===== src/rtl/rob_pkg.sv =====
// rtl/rob_pkg.sv - register-file sizing shared by rename, ROB and free list
package rob_pkg;

    localparam int NUM_ARCH_REGS = 32;
    localparam int NUM_PHYS_REGS = 64;
    localparam int PREG_W        = $clog2(NUM_PHYS_REGS);

    typedef logic [PREG_W-1:0] preg_t;

endpackage


===== src/rtl/popcount2.sv =====
// rtl/popcount2.sv - population count of a 2-bit vector
module popcount2 (
    input  logic [1:0] bits,
    output logic [1:0] count
);

    assign count = {bits[1] & bits[0], bits[1] ^ bits[0]};

endmodule


===== src/rtl/free_list.sv =====
// rtl/free_list.sv - 2-wide physical-register free list with speculative and architectural heads
module free_list #(
    parameter int NUM_ARCH_REGS = rob_pkg::NUM_ARCH_REGS,
    parameter int NUM_PHYS_REGS = rob_pkg::NUM_PHYS_REGS,
    parameter int PREG_W        = $clog2(NUM_PHYS_REGS)
) (
    input  logic                   clk,
    input  logic                   rst,
    input  logic [1:0]             alloc_req,
    output logic                   alloc_grant,
    output logic [1:0][PREG_W-1:0] alloc_preg,
    input  logic [1:0]             commit_alloc,
    input  logic [1:0]             free_valid,
    input  logic [1:0][PREG_W-1:0] free_preg,
    input  logic                   flush,
    output logic [PREG_W:0]        free_count,
    output logic                   overflow_err
);

    localparam int CW = PREG_W + 1;
    localparam logic [PREG_W:0] DEPTH = CW'(NUM_PHYS_REGS);

    logic [PREG_W-1:0] fl [NUM_PHYS_REGS];
    logic [PREG_W-1:0] spec_head, arch_head, tail;
    logic [PREG_W:0]   spec_cnt, arch_cnt;

    logic [1:0]        n_alloc, n_commit, n_push, granted;
    logic [PREG_W:0]   room;
    logic              wr0, wr1, push_drop;
    logic [PREG_W-1:0] tail1;
    logic [PREG_W-1:0] arch_head_next, spec_head_next, tail_next;
    logic [PREG_W:0]   arch_cnt_next, spec_cnt_next;

    popcount2 u_pc_alloc  (.bits(alloc_req),    .count(n_alloc));
    popcount2 u_pc_commit (.bits(commit_alloc), .count(n_commit));
    popcount2 u_pc_push   (.bits({wr1, wr0}),   .count(n_push));

    // All-or-nothing grant; slot 1 skips past slot 0 only when slot 0 is asking
    assign alloc_grant   = (spec_cnt >= CW'(n_alloc)) && !flush;
    assign alloc_preg[0] = fl[spec_head];
    assign alloc_preg[1] = fl[spec_head + PREG_W'(alloc_req[0])];
    assign free_count    = spec_cnt;

    // Space is judged against the architectural head: entries between it and
    // spec_head still hold pregs that a flush will hand back out.
    assign room      = DEPTH - arch_cnt;
    assign wr0       = free_valid[0] && (room != '0);
    assign wr1       = free_valid[1] && (room > CW'(wr0));
    assign push_drop = (free_valid[0] && !wr0) || (free_valid[1] && !wr1);
    assign tail1     = tail + PREG_W'(wr0);

    always_comb begin
        granted        = alloc_grant ? n_alloc : 2'd0;
        arch_head_next = arch_head + PREG_W'(n_commit);
        arch_cnt_next  = arch_cnt - CW'(n_commit) + CW'(n_push);
        tail_next      = tail + PREG_W'(n_push);
        spec_head_next = spec_head + PREG_W'(granted);
        spec_cnt_next  = spec_cnt - CW'(granted) + CW'(n_push);
        if (flush) begin
            spec_head_next = arch_head_next;
            spec_cnt_next  = arch_cnt_next;
        end
    end

    always_ff @(posedge clk) begin
        if (rst) begin
            for (int i = 0; i < NUM_PHYS_REGS; i++) begin
                fl[i] <= (i < NUM_PHYS_REGS - NUM_ARCH_REGS) ? PREG_W'(NUM_ARCH_REGS + i) : '0;
            end
            spec_head    <= '0;
            arch_head    <= '0;
            tail         <= PREG_W'(NUM_PHYS_REGS - NUM_ARCH_REGS);
            spec_cnt     <= CW'(NUM_PHYS_REGS - NUM_ARCH_REGS);
            arch_cnt     <= CW'(NUM_PHYS_REGS - NUM_ARCH_REGS);
            overflow_err <= 1'b0;
        end else begin
            if (wr0) fl[tail]  <= free_preg[0];
            if (wr1) fl[tail1] <= free_preg[1];
            spec_head <= spec_head_next;
            arch_head <= arch_head_next;
            tail      <= tail_next;
            spec_cnt  <= spec_cnt_next;
            arch_cnt  <= arch_cnt_next;
            if (push_drop) overflow_err <= 1'b1;
        end
    end

endmodule


===== config.mk =====
export PLATFORM = sky130hd
export DESIGN_NAME = free_list
export DESIGN_NICKNAME = d
export VERILOG_FILES = /design/src/rtl/rob_pkg.sv /design/src/rtl/popcount2.sv /design/src/rtl/free_list.sv
export SDC_FILE = /design/constraint.sdc
export NUM_CORES = 1
export LEC_CHECK = 0
export CORE_UTILIZATION = 34
export DETAILED_ROUTE_END_ITERATION = 8
export PLACE_DENSITY = 0.47
export SLEW_MARGIN = 20
export SYNTH_ARGS = -nofsm -noshare
export SYNTH_HDL_FRONTEND = slang
export SYNTH_SLANG_ARGS = --single-unit

===== constraint.sdc =====
create_clock -name clk -period 6.91 [get_ports clk]
set_input_delay 1.382 -clock clk [delete_from_list [all_inputs] [get_ports clk]]
set_output_delay 1.382 -clock clk [all_outputs]
set_load 0.005 [all_outputs]

== Word-level counts from Yosys, hierarchy flattened ==
Memories as Yosys holds them, arrays and structs flattened. A register that Yosys moved wholly into a read port is not among the register bits.
Index checks and enable logic that the tools add are counted.
Storage, ports and cells
  flip-flop bits (word level): 33
  RAM bits: 384
  input bits: 21
  output and inout bits: 21
  logic and storage cells: 55
  memories: 1
Cells by class
  add/subtract/negate cells: 10
  magnitude comparators: 2
  muxes and demuxes: 18
  bitwise operators: 6
  reduce and logical (&&, ||, !) cells: 12
Memory list
  fl: depth 64, bits a word 6, read ports 2, clocked after memory_dff 1, write ports 64, line free_list.sv:23  | logic [PREG_W-1:0] fl [NUM_PHYS_REGS];
Operators by type and width (count)
  6-bit two-way mux: 6
  6-bit by 2-bit adder with 6-bit output: 3
  7-bit by 2-bit adder with 7-bit output: 2
  7-bit by 2-bit subtractor with 7-bit output: 2
  6-bit by 1-bit adder with 6-bit output: 2
  6-bit OR reduction: 2
  1-bit two-way mux: 10
  7-bit by 2-bit >= comparator with 1-bit output: 1
  7-bit by 1-bit > comparator with 1-bit output: 1
  7-bit two-way mux: 1
  7-bit nonzero test: 1
  7-bit subtractor (first input constant): 1
  1-bit logical AND: 5
  1-bit AND: 3
  1-bit zero test: 3
  1-bit bitwise XOR: 3
  2-bit two-way mux: 1
  1-bit logical OR: 1

== Depth between registers and ports, before layout ==
  depth in word-level cells: 10
  gate-level depth with buffers: 27
  gate-level depth less buffers: 22

== Hierarchy ==
Synthesis repeated with hierarchy kept, for this count alone.
Unflattened totals
  cells, all modules: 2306
  area total of the unflattened synthesis: 26842.0 µm²
By module, submodules not included
  free_list: times used 1, cells each 2303, area each 26804.5 µm², sequential area each 12191.7 µm²
  popcount2: times used 3, cells each 1, area each 12.5 µm², sequential area each 0.0 µm²

== Least setup slack after synthesis ==
OpenSTA, ideal clock, no wires.
  path type: in2reg
  from: input free_valid[0]
  to: register spec_cnt[6] (netlist: free_count[6])
  library setup time: 0.064 ns
  arrival: 5.763 ns
  data required time: 6.846 ns
  slack: 1.083 ns
  stages: 23
  buffers on the path: 5
  path through: o31ai_1 > inv_2 > clkbuf_1 > clkbuf_1 > ha_1 > nor2_1 > or3_1 > buf_2 > o31a_1 > buf_2 > buf_6 > ha_1 > inv_1 > ha_1 > inv_1 > ha_1 > fa_1 > a21oi_1 > o21bai_1 > a21oi_1 > nor2_1 > or4b_2 > nand4_1
Between the ends
  word-level cells in the longest chain between the ends: 6
  elaborated cells on any way between the ends: 8
  classes of those cells: 2 x add/sub; 1 x order compare; 1 x mux; 2 x bitwise; 2 x reduce/logical
RTL lines
  start, declared: line free_list.sv:13  | input logic [1:0] free_valid,
  1-bit logical AND *: line free_list.sv:47  | assign wr0 = free_valid[0] && (room != '0);
  7-bit by 1-bit > comparator with 1-bit output: line free_list.sv:48  | assign wr1 = free_valid[1] && (room > CW'(wr0));
  1-bit logical AND: line free_list.sv:48
  1-bit bitwise XOR / 1-bit AND (equally long branches): line popcount2.sv:7  | assign count = {bits[1] & bits[0], bits[1] ^ bits[0]};
  7-bit by 2-bit adder with 7-bit output (on tied branches): line free_list.sv:58, free_list.sv:55
  7-bit two-way mux *: line free_list.sv:59  | if (flush) begin
  end signal, assigned: line free_list.sv:73  | spec_cnt <= CW'(NUM_PHYS_REGS - NUM_ARCH_REGS);
  end signal, assigned: line free_list.sv:82  | spec_cnt <= spec_cnt_next;
  end, declared: line free_list.sv:25  | logic [PREG_W:0] spec_cnt, arch_cnt;
Mark *: on every way between the ends. The rest lies on a longest branch, timed or not.
A chain may end at the register's enable or synchronous reset.

==> results.toml <==
[routing]
first_iter_violations = 3028
wl_per_cell_um = 34.99
drc = 0
drt-pass1-iter-count = 8
antenna_left = 0
routed_wl_um = 115200
vias = 21630
via_per_inst = 6.565

[synthesis]
yosys_register_bits = 417
synthDistinctLibCells = 77
ys.flop_type = "edfxtp_1"
syn-instance-count = 2260
synth_edf_count = 384
ys_warn_count = 0
ys_seq_area_share_pct = 44.77
async_flop_share_pct = 0
syn_avg_cell_area_um2 = 12.05
synth.top_cell.area_share_pct = 42.34
synth_nets = 2328
yosys.area.top_type = "edfxtp_1"
yosys-top-cells-area = "edfxtp_1 42%, mux4_2 20%, nor2_1 3.6%"
synth_area_um2 = 27230

[floorplanning]
core.rowCount = 103
die_width_um = 285.0
start_util_pct = 34.42
dieHeight_um = 285.0
dieArea_um2 = 81230
num_io_pins = 42
fp.coreArea_um2 = 79130

[placement]
io_buffers = 41
dpl_cell_area_um2 = 28760
gp_congestion = 0.9780
pre_cts_ws_ps = 545.6
dp_hpwl_um = 80690

[cts]
cts_resized = 0
cts_tree = "yes"
post_cts_buffers = 0
root_buffer = "clkbuf_16"
clk_pin_slew_worst_paths_ps = 60
numCtsBuffers = 51
clk_path_buf_depth = 3
clock-sinks = 417
cts_max_level = 2
cts_hold_buf = 0
clk_latency_ps = 630

[grt]
first_global_vias = 20320
antenna_found_initial = 2
grt_overflow = 0
grt_usage_pct = 28.11
grt_pass1_wl_um = 161100
grt_max_degree = 98

[critical_path]
worstSetupPathType = "in2out"
endpoint_kind = "primary output"
crit_path_start_kind = "primary input"
cp.required_ps = 5530
worstPathArrival_ps = 4970
cp_max_fo = 23

[power_and_ir_drop]
p_sw_mw = 2.829
seq_power_share_pct = 37.5
p_leak_nw = 9.653
ir_drop_uv = 169.4
combinationalPowerShare_pct = 30.7
p_clk_share_pct = 31.7
cell_internal_pwr_mw = 5.445
power_density_nw_per_um2 = 272.9
p_sw_share_pct = 34.19

[timing]
fin_hold_ws_ps = 552.3
setup_tns_ps = 0
max_freq_mhz = 157.5
worstMarginPinSlew_ps = 1193
relSlewSlack_pct = 20.15
min_period_over_period_pct = 91.91
rsz0062_at_grt = "false"
setup_slack_ps = 558.9
min_period_ps = 6351
hold_viol = 0
setup-violations-final = 0
slew_viol_final = 0
finalClockSkew_ps = 16.68

[cells_and_area]
final_cell_area_um2 = 30320
design.final.nets = 2276
area_growth_pct = 11.34
final-seq-area_um2 = 12200
fillers = 7531
multi_input_area_um2 = 13980
final_common_cell = "edfxtp_1"
final_cell_mix = "384 x edfxtp_1, 260 x nor2_1, 240 x mux4_2"
drive_gt1_share_pct = 24.48

[run_status]
outcome = "complete, no violations"

[run]
max_cap_violations = 0

[worst_hold_path]
hp-class = "reg2reg"
==> worst paths after layout <==
kind                start            end  slack (ps)  depth (start not counted)
max          alloc_req[0]  alloc_preg[8]         560                          9
max reg2reg   arch_cnt[0]      fl[31][0]        1150                         15
min          overflow_err   overflow_err         550                          2
min reg2reg  overflow_err   overflow_err         550                          2
==> synth_stat cells (5+ instances only) <==
library cell  number
a211o_1           44
a21oi_1           49
a22o_1             6
a22oi_1           13
a31oi_1           90
buf_1             11
buf_2             81
buf_4              9
clkbuf_1         133
dfxtp_1           33
edfxtp_1         384
fa_1               7
ha_1              40
inv_1             40
mux2_1             6
mux2_2            75
mux2i_1           46
mux4_2           240
nand2_1          150
nand2_2           11
nand3_1           77
nand4_1           76
nor2_1           264
nor2_2             7
nor2b_1           17
nor3_1            12
o211ai_1          42
o21ai_0          100
o21ai_1            6
o21bai_1           6
o221ai_1           5
o22ai_1           29
o2bb2ai_1         24
o31ai_1           11
xnor2_1           19
xor2_1            14
==> registers in the layout, indices dropped and copies added, names as in the netlist <==
register	flops
arch_cnt	7
arch_head	6
fl	384
free_count	7
overflow_err	1
spec_head	6
tail	6
==> power groups by stage <==
stage	clock [mW]	combinational, mW	sequential (mW)
finish	2.63	2.54	3.10
global route	2.72	2.69	3.11
CTS	2.63	2.51	3.10
detailed placement	0	2.50	3.15
global placement	0	2.48	3.15
floorplan	0	1.71	3.01
==> area by class of cell <==
cell class	count	area share (%)
tap	1050	4.333
clock inverter	24	0.7510
sequential	417	40.24
antenna	1	0.008253
multi-input combinational	1564	46.10
clock buffer	64	4.370
inverter	43	0.5323
timing repair buffer	131	3.664
==> critical path, cell delays in order <==
cell             delay [ps]
clkdlybuf4s50_1         560
ha_4                    260
ha_4                    520
buf_4                   290
mux4_2                  330
mux4_2                  510
a22oi_1                 380
nand2_1                 210
clkdlybuf4s50_1         500
==> metrics by stage <==
stage | instances | util, % | total power, mW
5_1_grt | 3293 | 38.32 | 8.518
2_1_floorplan | 2260 | - | 4.721
3_3_place_gp | 3205 | 36.34 | 5.627
3_5_place_dp | 3205 | 36.34 | 5.649
4_1_cts | 3293 | 38.31 | 8.237
6_report | 3294 | 38.32 | 8.273
==> layer usage <==
layer  global-route usage, %  vias up  part of all wire [%]  routed length, µm
li1                        -     8815                     -                  -
met4                   11.28        0                   4.5               5179
met5                       0        -                     0                  0
met1                   38.19    11050                    39              45060
met2                   43.94     1496                    46              52910
met3                   5.776      266                    10              12090
==> kinds of logic after synthesis <==
group / synth area share, %
AOI/OAI and AO/OA: 11.09
xor gates and xnor gates: 1.121
adders and majority gates: 2.352
buffers and inverters: 4.397
DFF: 44.77
muxes: 24.89
and+or+nand+nor: 11.39
No activity file was read; power rests on OpenSTA's default activity.
